[config.mk]
export PLATFORM = sky130hd
export DESIGN_NAME = spice_node_integrator
export DESIGN_NICKNAME = d
export VERILOG_FILES = /design/src/rtl/spice_node_integrator_pkg.sv /design/src/rtl/spice_current_sum.sv /design/src/rtl/spice_node_integrator.sv
export SDC_FILE = /design/constraint.sdc
export NUM_CORES = 1
export LEC_CHECK = 0
export CAP_MARGIN = 25
export CORE_UTILIZATION = 51
export DETAILED_ROUTE_END_ITERATION = 8
export PLACE_DENSITY_LB_ADDON = 0.3
export SLEW_MARGIN = 20
export SYNTH_ARGS = -nofsm -noshare
export SYNTH_HDL_FRONTEND = slang
export SYNTH_SLANG_ARGS = --single-unit
[constraint.sdc]
create_clock -name eclk -period 4.5 [get_ports eclk]
set_clock_uncertainty 0.05 [all_clocks]
set_input_delay 1.125 -clock eclk [delete_from_list [all_inputs] [get_ports eclk]]
set_output_delay 1.125 -clock eclk [all_outputs]
set_load 0.03 [all_outputs]
[src/rtl/spice_node_integrator_pkg.sv]
// Shared types and helpers for the per-node voltage integrator.
// The rail macros normally come from common.h, which is shared with the device models.
// They are only supplied here if that header has not already been seen, so they are never redefined.
`ifndef W
`define W 16
`endif
`ifndef HI
`define HI 16383
`endif
`ifndef LO
`define LO (-16384)
`endif

package spice_node_integrator_pkg;

    localparam int V_W   = `W;
    localparam int CNT_W = 8;

    // What the node registers do on a given cycle, highest priority first: load, step, hold
    typedef enum logic [1:0] {
        UPD_HOLD = 2'd0,
        UPD_STEP = 2'd1,
        UPD_LOAD = 2'd2
    } upd_mode_e;

    // Width that holds the exact sum of n_in signed voltage-width currents
    function automatic int sum_width(input int n_in);
        return V_W + $clog2(n_in) + 1;
    endfunction

endpackage

[src/rtl/spice_current_sum.sv]
// Combinational sum of all signed currents attached to one node, in a width that cannot overflow.
module spice_current_sum
    import spice_node_integrator_pkg::*;
#(
    parameter int N_IN = 8,
    parameter int SW   = sum_width(N_IN)
) (
    input  logic [N_IN*V_W-1:0] i_flat,
    output logic signed [SW-1:0] sum
);

    // Sign-extend every terminal current and accumulate; synthesis balances this into a tree
    always_comb begin
        sum = '0;
        for (int k = 0; k < N_IN; k++) begin
            sum = sum + SW'($signed(i_flat[k*V_W +: V_W]));
        end
    end

endmodule

[src/rtl/spice_node_integrator.sv]
// Per-node state element: integrates the summed terminal currents into a rail-clamped voltage,
// and derives a hysteretic logic level plus a settled flag for the latch and pin stages.
module spice_node_integrator
    import spice_node_integrator_pkg::*;
#(
    parameter int N_IN     = 8,
    parameter int SHIFT    = 0,
    parameter int TOL      = 2,
    parameter int SETTLE_N = 4,
    parameter logic signed [`W-1:0] INIT   = '0,
    parameter logic signed [`W-1:0] VTH_HI = `W'(`HI / 4),
    parameter logic signed [`W-1:0] VTH_LO = `W'(`LO / 4)
) (
    input  logic                     eclk,
    input  logic                     ereset_n,
    input  logic                     en,
    input  logic                     load,
    input  logic signed [`W-1:0]     load_v,
    input  logic [N_IN*`W-1:0]       i_flat,
    output logic signed [`W-1:0]     v,
    output logic                     p,
    output logic                     settled,
    output logic                     clamped
);

    localparam int SW = sum_width(N_IN);
    // One extra bit so v + delta and |delta| are both exact
    localparam int EW = SW + 1;

    localparam logic signed [EW-1:0] HI_E     = EW'(`HI);
    localparam logic signed [EW-1:0] LO_E     = EW'(`LO);
    localparam logic signed [EW-1:0] TOL_E    = EW'(TOL);
    localparam logic [CNT_W-1:0]     SETTLE_C = CNT_W'(SETTLE_N);

    logic signed [SW-1:0] sum;
    logic signed [SW-1:0] delta;
    logic signed [EW-1:0] delta_e;
    logic signed [EW-1:0] abs_delta;
    logic signed [EW-1:0] nxt_e;
    logic signed [EW-1:0] nxt_clamp;
    logic signed [EW-1:0] load_e;
    logic signed [EW-1:0] load_clamp;
    logic                 nxt_hit;
    logic                 load_hit;
    logic                 quiet;
    logic [CNT_W-1:0]     quiet_cnt;
    logic [CNT_W-1:0]     cnt_nxt;
    upd_mode_e            mode;

    function automatic logic signed [EW-1:0] clamp_rail(input logic signed [EW-1:0] x);
        if (x > HI_E) begin
            return HI_E;
        end else if (x < LO_E) begin
            return LO_E;
        end
        return x;
    endfunction

    spice_current_sum #(
        .N_IN (N_IN),
        .SW   (SW)
    ) u_sum (
        .i_flat (i_flat),
        .sum    (sum)
    );

    // Next-state arithmetic: scaled delta, clamped candidate voltages and the quiet-step counter
    always_comb begin
        delta      = sum >>> SHIFT;
        delta_e    = EW'(delta);
        abs_delta  = delta_e[EW-1] ? -delta_e : delta_e;
        quiet      = (abs_delta <= TOL_E);
        nxt_e      = EW'(v) + delta_e;
        nxt_clamp  = clamp_rail(nxt_e);
        nxt_hit    = (nxt_clamp != nxt_e);
        load_e     = EW'(load_v);
        load_clamp = clamp_rail(load_e);
        load_hit   = (load_clamp != load_e);
        if (!quiet) begin
            cnt_nxt = '0;
        end else if (quiet_cnt >= SETTLE_C) begin
            cnt_nxt = SETTLE_C;
        end else begin
            cnt_nxt = quiet_cnt + CNT_W'(1);
        end
        if (load) begin
            mode = UPD_LOAD;
        end else if (en) begin
            mode = UPD_STEP;
        end else begin
            mode = UPD_HOLD;
        end
    end

    // Node voltage, rail-hit pulse and settle tracking, updated by load, step or hold
    always_ff @(posedge eclk or negedge ereset_n) begin
        if (!ereset_n) begin
            v         <= INIT;
            clamped   <= 1'b0;
            quiet_cnt <= '0;
            settled   <= 1'b0;
        end else begin
            case (mode)
                UPD_LOAD: begin
                    v         <= load_clamp[`W-1:0];
                    clamped   <= load_hit;
                    quiet_cnt <= '0;
                    settled   <= 1'b0;
                end
                UPD_STEP: begin
                    v         <= nxt_clamp[`W-1:0];
                    clamped   <= nxt_hit;
                    quiet_cnt <= cnt_nxt;
                    settled   <= (cnt_nxt == SETTLE_C);
                end
                default: begin
                    clamped   <= 1'b0;
                end
            endcase
        end
    end

    // Hysteretic logic level, following the registered voltage every cycle
    always_ff @(posedge eclk or negedge ereset_n) begin
        if (!ereset_n) begin
            p <= 1'b0;
        end else if (v > VTH_HI) begin
            p <= 1'b1;
        end else if (v < VTH_LO) begin
            p <= 1'b0;
        end
    end

endmodule

==> results of run 1 <==
==> critical path, delay by kind of cell <==
kind | cells | cell delay (ps)
AND/OR/NAND/NOR | 5 | 1190
adder cells (fa/ha/maj) | 8 | 3280
buffers and inverters | 7 | 880
XOR/XNOR | 3 | 540
AO/OA/AOI/OAI | 13 | 1970
==> logic make-up (layout without fill, tap and decap cells) <==
logic type / count (synthesis) / after routing
AOI/OAI and AO/OA: 191 / 191
xor gates and xnor gates: 45 / 45
adders and majority gates: 158 / 158
buffers and inverters: 150 / 491
DFF: 27 / 27
muxes: 6 / 6
and+or+nand+nor: 164 / 164
==> registers in the layout, summed over array words and instances (netlist names) <==
register,cells
clamped,1
p,1
quiet_cnt,8
settled,1
v,16
==> routing by layer <==
metal / GRT usage [%] / vias to the layer above
met3: 2.859 / 243
met4: 11.17 / 0
li1: - / 3214
met1: 32.66 / 3666
met2: 61.01 / 610
met5: 0 / -
==> worst max-delay path by stage <==
stage,startpoint,to,slack [ps],cells past startpoint
6_report,i_flat[33],v[9],-4440,36
5_1_grt,i_flat[33],v[9],-4570,36
4_1_cts,i_flat[1],clamped,-4220,36
3_5_place_dp,i_flat[17],v[1],-4840,35
3_3_place_gp,i_flat[1],v[6],-4370,34
2_1_floorplan,i_flat[1],v[10],-3730,31
==> layout make-up <==
type / instances / area, µm² / share of cell area, %
clock buffer: 4 / 78.83 / 0.7390
inverter: 132 / 495.5 / 4.645
multi-input combinational: 564 / 6052 / 56.74
sequential: 27 / 675.6 / 6.334
tap: 168 / 210.2 / 1.971
timing repair buffer: 355 / 3154 / 29.57
==> stage by stage <==
stage               hold slack [ps]  area, µm²  util (%)  setup TNS, ps  instances
CTS                           439.0      10120     83.25         -84970       1239
finish                        447.3      10670     87.71         -89490       1250
floorplan                     403.9       6605         -         -74090        741
global route                  458.6      10670     87.71         -91840       1250
detailed placement            421.9       9602     78.95         -98350       1218
global placement              417.3       9587     78.83         -89850       1217
==> what timing repair did <==
item	in CTS	in global routing
endpoints found under the setup margin	21	21
cloned	1	0
gates resized for setup	91	91
hold buffers	0	0
buffers inserted	16	12
pin swaps	73	91
==> layout by cell type (no fill, tap or decap), types with 6 or more instances in the layout <==
cell,n
sky130_fd_sc_hd__nand4_1,8
sky130_fd_sc_hd__nor2b_1,7
sky130_fd_sc_hd__a22oi_1,12
sky130_fd_sc_hd__xor2_1,13
sky130_fd_sc_hd__buf_4,177
sky130_fd_sc_hd__maj3_1,12
sky130_fd_sc_hd__ha_1,38
sky130_fd_sc_hd__fa_1,85
sky130_fd_sc_hd__o21ai_2,19
sky130_fd_sc_hd__xnor2_2,6
sky130_fd_sc_hd__o21bai_1,6
sky130_fd_sc_hd__nand2_1,40
sky130_fd_sc_hd__clkdlybuf4s50_1,148
sky130_fd_sc_hd__a21oi_1,24
sky130_fd_sc_hd__a21oi_2,18
sky130_fd_sc_hd__dfrtp_1,27
sky130_fd_sc_hd__o21a_1,10
sky130_fd_sc_hd__dlymetal6s2s_1,7
sky130_fd_sc_hd__nor2_1,31
sky130_fd_sc_hd__nand3_1,11
sky130_fd_sc_hd__o21ai_0,13
sky130_fd_sc_hd__xnor2_1,22
sky130_fd_sc_hd__and2_1,10
sky130_fd_sc_hd__nor3_1,12
sky130_fd_sc_hd__buf_6,10
sky130_fd_sc_hd__a21o_1,18
sky130_fd_sc_hd__inv_1,126
sky130_fd_sc_hd__inv_2,6
sky130_fd_sc_hd__ha_4,17
==> flow_results.xml, run 1 <==
<?xml version="1.0" encoding="UTF-8"?>
<metrics>
  <group name="detailed_routing">
    <metric name="met1_routed_wirelength_after_detailed_routing" unit="mm">8.520</metric>
    <metric name="via_per_inst" unit="">6.186</metric>
    <metric name="number_of_nets_still_failing_antenna_checks_after_routing" unit="">0</metric>
    <metric name="routed-wl-met3" unit="mm">1.997</metric>
    <metric name="route.top_layer_used" unit="">met4</metric>
    <metric name="vias" unit="">7733</metric>
    <metric name="detailroute.wirelength.met2" unit="mm">13.04</metric>
    <metric name="wire_per_inst" unit="µm">20.49</metric>
    <metric name="route.final.wire_length" unit="mm">25.61</metric>
    <metric name="drcViolationCount" unit="">0</metric>
    <metric name="detail_route.iter0.violations" unit="">630</metric>
    <metric name="detailedRoute.firstPassIterationCount" unit="">5</metric>
  </group>
  <group name="global_route">
    <metric name="grtUsageTotal" unit="%">30.45</metric>
    <metric name="globalRouteOverflowTotal" unit="">0</metric>
    <metric name="grt_first_pass_wirelength" unit="mm">32.40</metric>
    <metric name="pin_count_of_the_biggest_net_entering_global_routing" unit="">21</metric>
    <metric name="antenna_found_initial" unit="">0</metric>
    <metric name="vias_in_the_first_global_route" unit="">7467</metric>
  </group>
  <group name="logic_synthesis">
    <metric name="postSynthRegisterBits" unit="">27</metric>
    <metric name="post-synth-top-area-cell" unit="">sky130_fd_sc_hd__fa_1</metric>
    <metric name="netlist.area_leader.share" unit="%">27.32</metric>
    <metric name="ys_async_sr_fraction" unit="%">100.0</metric>
    <metric name="seq_total_area_yosys" unit="%">10.48</metric>
    <metric name="synth_compound_gate_area_share" unit="%">19.91</metric>
    <metric name="yosysWarningCount" unit="">0</metric>
    <metric name="synthesis.area" unit="µm²">6449</metric>
    <metric name="yosys-top-cells-count" unit="">sky130_fd_sc_hd__inv_1 (132), sky130_fd_sc_hd__fa_1 (88), sky130_fd_sc_hd__ha_1 (58)</metric>
    <metric name="synthFlopType" unit="">sky130_fd_sc_hd__dfrtp_1</metric>
    <metric name="synth_top_family_by_area" unit="">adder cells</metric>
    <metric name="synth_cells" unit="">741</metric>
    <metric name="synth_edf_count" unit="">0</metric>
    <metric name="synth_simple_gate_area_share" unit="%">13.10</metric>
    <metric name="adder_cell_area_share_of_the_yosys_netlist" unit="%">40.43</metric>
    <metric name="synth_area_leaders" unit="">sky130_fd_sc_hd__fa_1 (27%), sky130_fd_sc_hd__ha_1 (11%), sky130_fd_sc_hd__dfrtp_1 (10%)</metric>
    <metric name="synth_most_common_cell" unit="">sky130_fd_sc_hd__inv_1</metric>
    <metric name="synth_cell_types" unit="">66</metric>
    <metric name="yosys-mux-area-fraction" unit="%">0.9701</metric>
    <metric name="synth.net_count" unit="">1035</metric>
    <metric name="post_synth_xor_area_fraction" unit="%">6.228</metric>
    <metric name="postSynthAreaPerCell" unit="µm²">8.703</metric>
  </group>
  <group name="worst_setup_path">
    <metric name="worst_ep_required_time" unit="ps">4580</metric>
    <metric name="worstReg2RegStart" unit="">v[0]</metric>
    <metric name="reg2reg_setup_slack" unit="ps">730</metric>
    <metric name="worst_r2r_path_depth" unit="">15</metric>
    <metric name="worst_setup_path_class" unit="">in -&gt; reg</metric>
    <metric name="critPathMaxFanout" unit="">6</metric>
    <metric name="worst_setup_path_end_kind" unit="">register</metric>
    <metric name="worst_path_max_stage_delay" unit="ps">540</metric>
    <metric name="worstReg2RegEnd" unit="">v[9]</metric>
    <metric name="cp.arrival" unit="ps">9020</metric>
    <metric name="timing.critical_path.slowest_stage_cell" unit="">sky130_fd_sc_hd__or4_4</metric>
    <metric name="cpMostUsedCell" unit="">sky130_fd_sc_hd__a21oi_2</metric>
    <metric name="worstSetupStartpointType" unit="">input port</metric>
  </group>
  <group name="floorplan">
    <metric name="rows" unit="">40</metric>
    <metric name="die-area" unit="µm²">13100</metric>
    <metric name="die_height" unit="µm">114.4</metric>
    <metric name="core_region_area" unit="µm²">12160</metric>
    <metric name="initial_utilization" unit="%">53.02</metric>
    <metric name="io_pins" unit="">167</metric>
    <metric name="chipWidth" unit="µm">114.4</metric>
  </group>
  <group name="sta">
    <metric name="clock.fmax" unit="MHz">111.8</metric>
    <metric name="min_period" unit="ps">8941</metric>
    <metric name="timing.final.setup_violations" unit="">21</metric>
    <metric name="final.period_utilization" unit="%">198.7</metric>
    <metric name="worst-slew-pin-transition" unit="ps">655.7</metric>
    <metric name="max-slew-margin-rel" unit="%">55.60</metric>
    <metric name="timing.final.hold_violations" unit="">0</metric>
    <metric name="finalMaxSlewViolations" unit="">0</metric>
    <metric name="grt_setup_unrepaired" unit="">true</metric>
    <metric name="post-route-worst-setup-slack" unit="ps">-4441</metric>
  </group>
  <group name="finish">
    <metric name="design.final.nets" unit="">1377</metric>
    <metric name="fillers" unit="">536</metric>
    <metric name="drive_above_1_share" unit="%">31.24</metric>
    <metric name="area_delta_synth_final" unit="%">65.41</metric>
    <metric name="antennaDiodeCount" unit="">0</metric>
  </group>
  <group name="clock_network">
    <metric name="cts-htree-levels" unit="">1</metric>
    <metric name="clk_root_buffer_cell" unit="">sky130_fd_sc_hd__clkbuf_16</metric>
    <metric name="source_to_sink_clock_delay_at_the_later_pin_of_the_worst_skew_pair" unit="ps">260</metric>
    <metric name="tritoncts_num_sinks" unit="">27</metric>
    <metric name="clk_transition_reported_paths" unit="ps">70</metric>
    <metric name="cts_tree" unit="">built</metric>
    <metric name="numCtsBuffers" unit="">3</metric>
    <metric name="clk_path_buf_depth" unit="">2</metric>
  </group>
  <group name="hold_path">
    <metric name="timing.hold.worst_endpoint" unit="">settled</metric>
    <metric name="worst_hold_startpoint" unit="">settled</metric>
    <metric name="min_delay_path_depth" unit="">2</metric>
    <metric name="min_path_type" unit="">reg -&gt; reg</metric>
  </group>
  <group name="placement">
    <metric name="port-buffer-count" unit="">166</metric>
    <metric name="dp.final_hpwl" unit="mm">15.29</metric>
    <metric name="gp_routability_congestion" unit="">0.9398</metric>
    <metric name="pre_cts_setup_slack" unit="ps">-4843</metric>
  </group>
  <group name="status">
    <metric name="violations" unit="">setup timing</metric>
    <metric name="run_status" unit="">complete, but fails checks</metric>
  </group>
  <group name="flow_run">
    <metric name="maxCapViolations" unit="">0</metric>
  </group>
</metrics>
Power of run 1 is not shown: default switching activity piles up to over one toggle a cycle in this logic, so the estimate is an artifact.
==> run 2, diff against run 1 <==
Settings changed: ABC_AREA set to 0.
Clock period 4.5 ns to 8.6 ns, I/O delays scaled along.
==> run 2 against run 1 <==
  * The flow still finishes with violations (setup timing)
  * First-iteration DRC count grew 2.4%
  * Via count decreased by 1.1%
  * Global-route usage grew 1.7 points
  * Critical endpoint is now clamped
==> flow_results.xml, run 2 (synthesis results as in run 1) <==
<?xml version="1.0" encoding="UTF-8"?>
<metrics>
  <group name="finish">
    <metric name="drive_above_1_share" unit="%">30.99</metric>
    <metric name="most-common-layout-cells" unit="">sky130_fd_sc_hd__buf_4 (157), sky130_fd_sc_hd__clkdlybuf4s50_1 (148), sky130_fd_sc_hd__inv_1 (123)</metric>
    <metric name="area_delta_synth_final" unit="%">65.08</metric>
    <metric name="layout_commonest_cell" unit="">sky130_fd_sc_hd__buf_4</metric>
    <metric name="design.final.nets" unit="">1360</metric>
    <metric name="fin_area" unit="µm²">10650</metric>
    <metric name="largest_register_ff_count" unit="">16</metric>
    <metric name="largest_register" unit="">v</metric>
    <metric name="antennaDiodeCount" unit="">0</metric>
    <metric name="reg.largest.list" unit="">v: 16 flops, quiet_cnt: 8 flops</metric>
  </group>
  <group name="sta">
    <metric name="clock.fmax" unit="MHz">100.2</metric>
    <metric name="timing.final.setup_violations" unit="">21</metric>
    <metric name="final.period_utilization" unit="%">116.0</metric>
    <metric name="post-route-worst-setup-slack" unit="ps">-1377</metric>
    <metric name="grt_setup_unrepaired" unit="">true</metric>
    <metric name="fin_setup_tns" unit="ps">-24860</metric>
    <metric name="finalMaxSlewViolations" unit="">0</metric>
    <metric name="worst_hold_slack" unit="ps">446.6</metric>
    <metric name="timing.final.hold_violations" unit="">0</metric>
    <metric name="max-slew-margin-rel" unit="%">37.30</metric>
    <metric name="min_period" unit="ps">9977</metric>
    <metric name="worst-slew-pin-transition" unit="ps">939.5</metric>
  </group>
  <group name="clock_network">
    <metric name="clk_root_buffer_cell" unit="">sky130_fd_sc_hd__clkbuf_16</metric>
    <metric name="tritoncts_num_sinks" unit="">27</metric>
    <metric name="clk_path_buf_depth" unit="">2</metric>
    <metric name="cts_tree" unit="">built</metric>
    <metric name="numCtsBuffers" unit="">3</metric>
    <metric name="cts-htree-levels" unit="">1</metric>
    <metric name="clk_transition_reported_paths" unit="ps">70</metric>
    <metric name="source_to_sink_clock_delay_at_the_later_pin_of_the_worst_skew_pair" unit="ps">270</metric>
    <metric name="cts_hold_repair.buffers" unit="">0</metric>
  </group>
  <group name="detailed_routing">
    <metric name="drcViolationCount" unit="">0</metric>
    <metric name="detail_route.iter0.violations" unit="">645</metric>
    <metric name="vias" unit="">7649</metric>
    <metric name="wire_per_inst" unit="µm">21.15</metric>
    <metric name="detailedRoute.firstPassIterationCount" unit="">6</metric>
    <metric name="number_of_nets_still_failing_antenna_checks_after_routing" unit="">0</metric>
    <metric name="route.final.wire_length" unit="mm">26.08</metric>
    <metric name="via_per_inst" unit="">6.204</metric>
  </group>
  <group name="floorplan">
    <metric name="die_height" unit="µm">114.4</metric>
    <metric name="io_pins" unit="">167</metric>
    <metric name="rows" unit="">40</metric>
    <metric name="initial_utilization" unit="%">53.02</metric>
    <metric name="chipWidth" unit="µm">114.4</metric>
    <metric name="core_region_area" unit="µm²">12160</metric>
    <metric name="die-area" unit="µm²">13100</metric>
  </group>
  <group name="placement">
    <metric name="port-buffer-count" unit="">166</metric>
    <metric name="placed_cell_area" unit="µm²">9502</metric>
    <metric name="pre_cts_setup_slack" unit="ps">-1634</metric>
    <metric name="gp_routability_congestion" unit="">0.9345</metric>
    <metric name="dp.final_hpwl" unit="mm">15.29</metric>
  </group>
  <group name="worst_setup_path">
    <metric name="cp.arrival" unit="ps">10070</metric>
    <metric name="critPathMaxFanout" unit="">4</metric>
    <metric name="timing.critical_path.slowest_stage_cell" unit="">sky130_fd_sc_hd__or4_4</metric>
    <metric name="critical-path-top-delay-family" unit="">adder cells</metric>
    <metric name="cpMostUsedCell" unit="">sky130_fd_sc_hd__a21oi_2</metric>
    <metric name="worst_setup_path_class" unit="">in -&gt; reg</metric>
    <metric name="worstSetupStartpointType" unit="">input port</metric>
    <metric name="cp_num_buf_inv" unit="">7</metric>
    <metric name="worst_path_max_stage_delay" unit="ps">550</metric>
    <metric name="worst_setup_path_end_kind" unit="">register</metric>
    <metric name="worst_ep_required_time" unit="ps">8700</metric>
  </group>
  <group name="global_route">
    <metric name="antenna_found_initial" unit="">0</metric>
    <metric name="grtUsageTotal" unit="%">32.11</metric>
    <metric name="vias_in_the_first_global_route" unit="">7664</metric>
    <metric name="pin_count_of_the_biggest_net_entering_global_routing" unit="">28</metric>
    <metric name="globalRouteOverflowTotal" unit="">0</metric>
    <metric name="grt_first_pass_wirelength" unit="mm">33.83</metric>
  </group>
  <group name="status">
    <metric name="run_status" unit="">complete, but fails checks</metric>
    <metric name="violations" unit="">setup timing</metric>
  </group>
  <group name="flow_run">
    <metric name="maxCapViolations" unit="">0</metric>
  </group>
  <group name="hold_path">
    <metric name="min_path_type" unit="">reg -&gt; reg</metric>
  </group>
</metrics>
## run 2: layout make-up
type	count	area, µm²
clock buffers	3	75.07
clock inverters	1	5.005
fillers	544	1516
inverters	132	498.0
multi-input cells	564	6137
flip-flops and latches	27	675.6
well taps	168	210.2
repair buffers	338	3044
## run 2: per-stage QoR
stage	utilization [%]	instances
3_5_place_dp	78.13	1206
5_1_grt	87.53	1233
6_report	87.53	1233
2_1_floorplan	-	741
4_1_cts	82.46	1222
3_3_place_gp	78.15	1206
## run 2: routing by layer
metal	up-vias	track usage [%]	wire length, µm
li1	3189	-	-
met1	3640	33.45	8498
met2	573	63.80	13310
met3	247	3.653	2069
met4	0	14.46	2205
met5	-	0	0
## run 2: final timing paths
| kind | from | to | slack (ps) | cells after the start |
|---|---|---|---|---|
| max | i_flat[1] | clamped | -1380 | 37 |
| min | quiet_cnt[5] | quiet_cnt[5] | 450 | 1 |
| max reg2reg | v[0] | clamped | 4660 | 14 |
| min reg2reg | quiet_cnt[5] | quiet_cnt[5] | 450 | 1 |
| max in group asynchronous | ereset_n | clamped | 6200 | 1 |
| min in group asynchronous | ereset_n | v[8] | 1870 | 1 |
## run 2: timing repair
item | CTS | global route
cloned | 1 | 0
setup endpoints to repair | 21 | 21
setup buffers | 11 | 14
resized for setup | 95 | 108
pin swaps | 77 | 114
Power of run 2 is left out for the same reason.
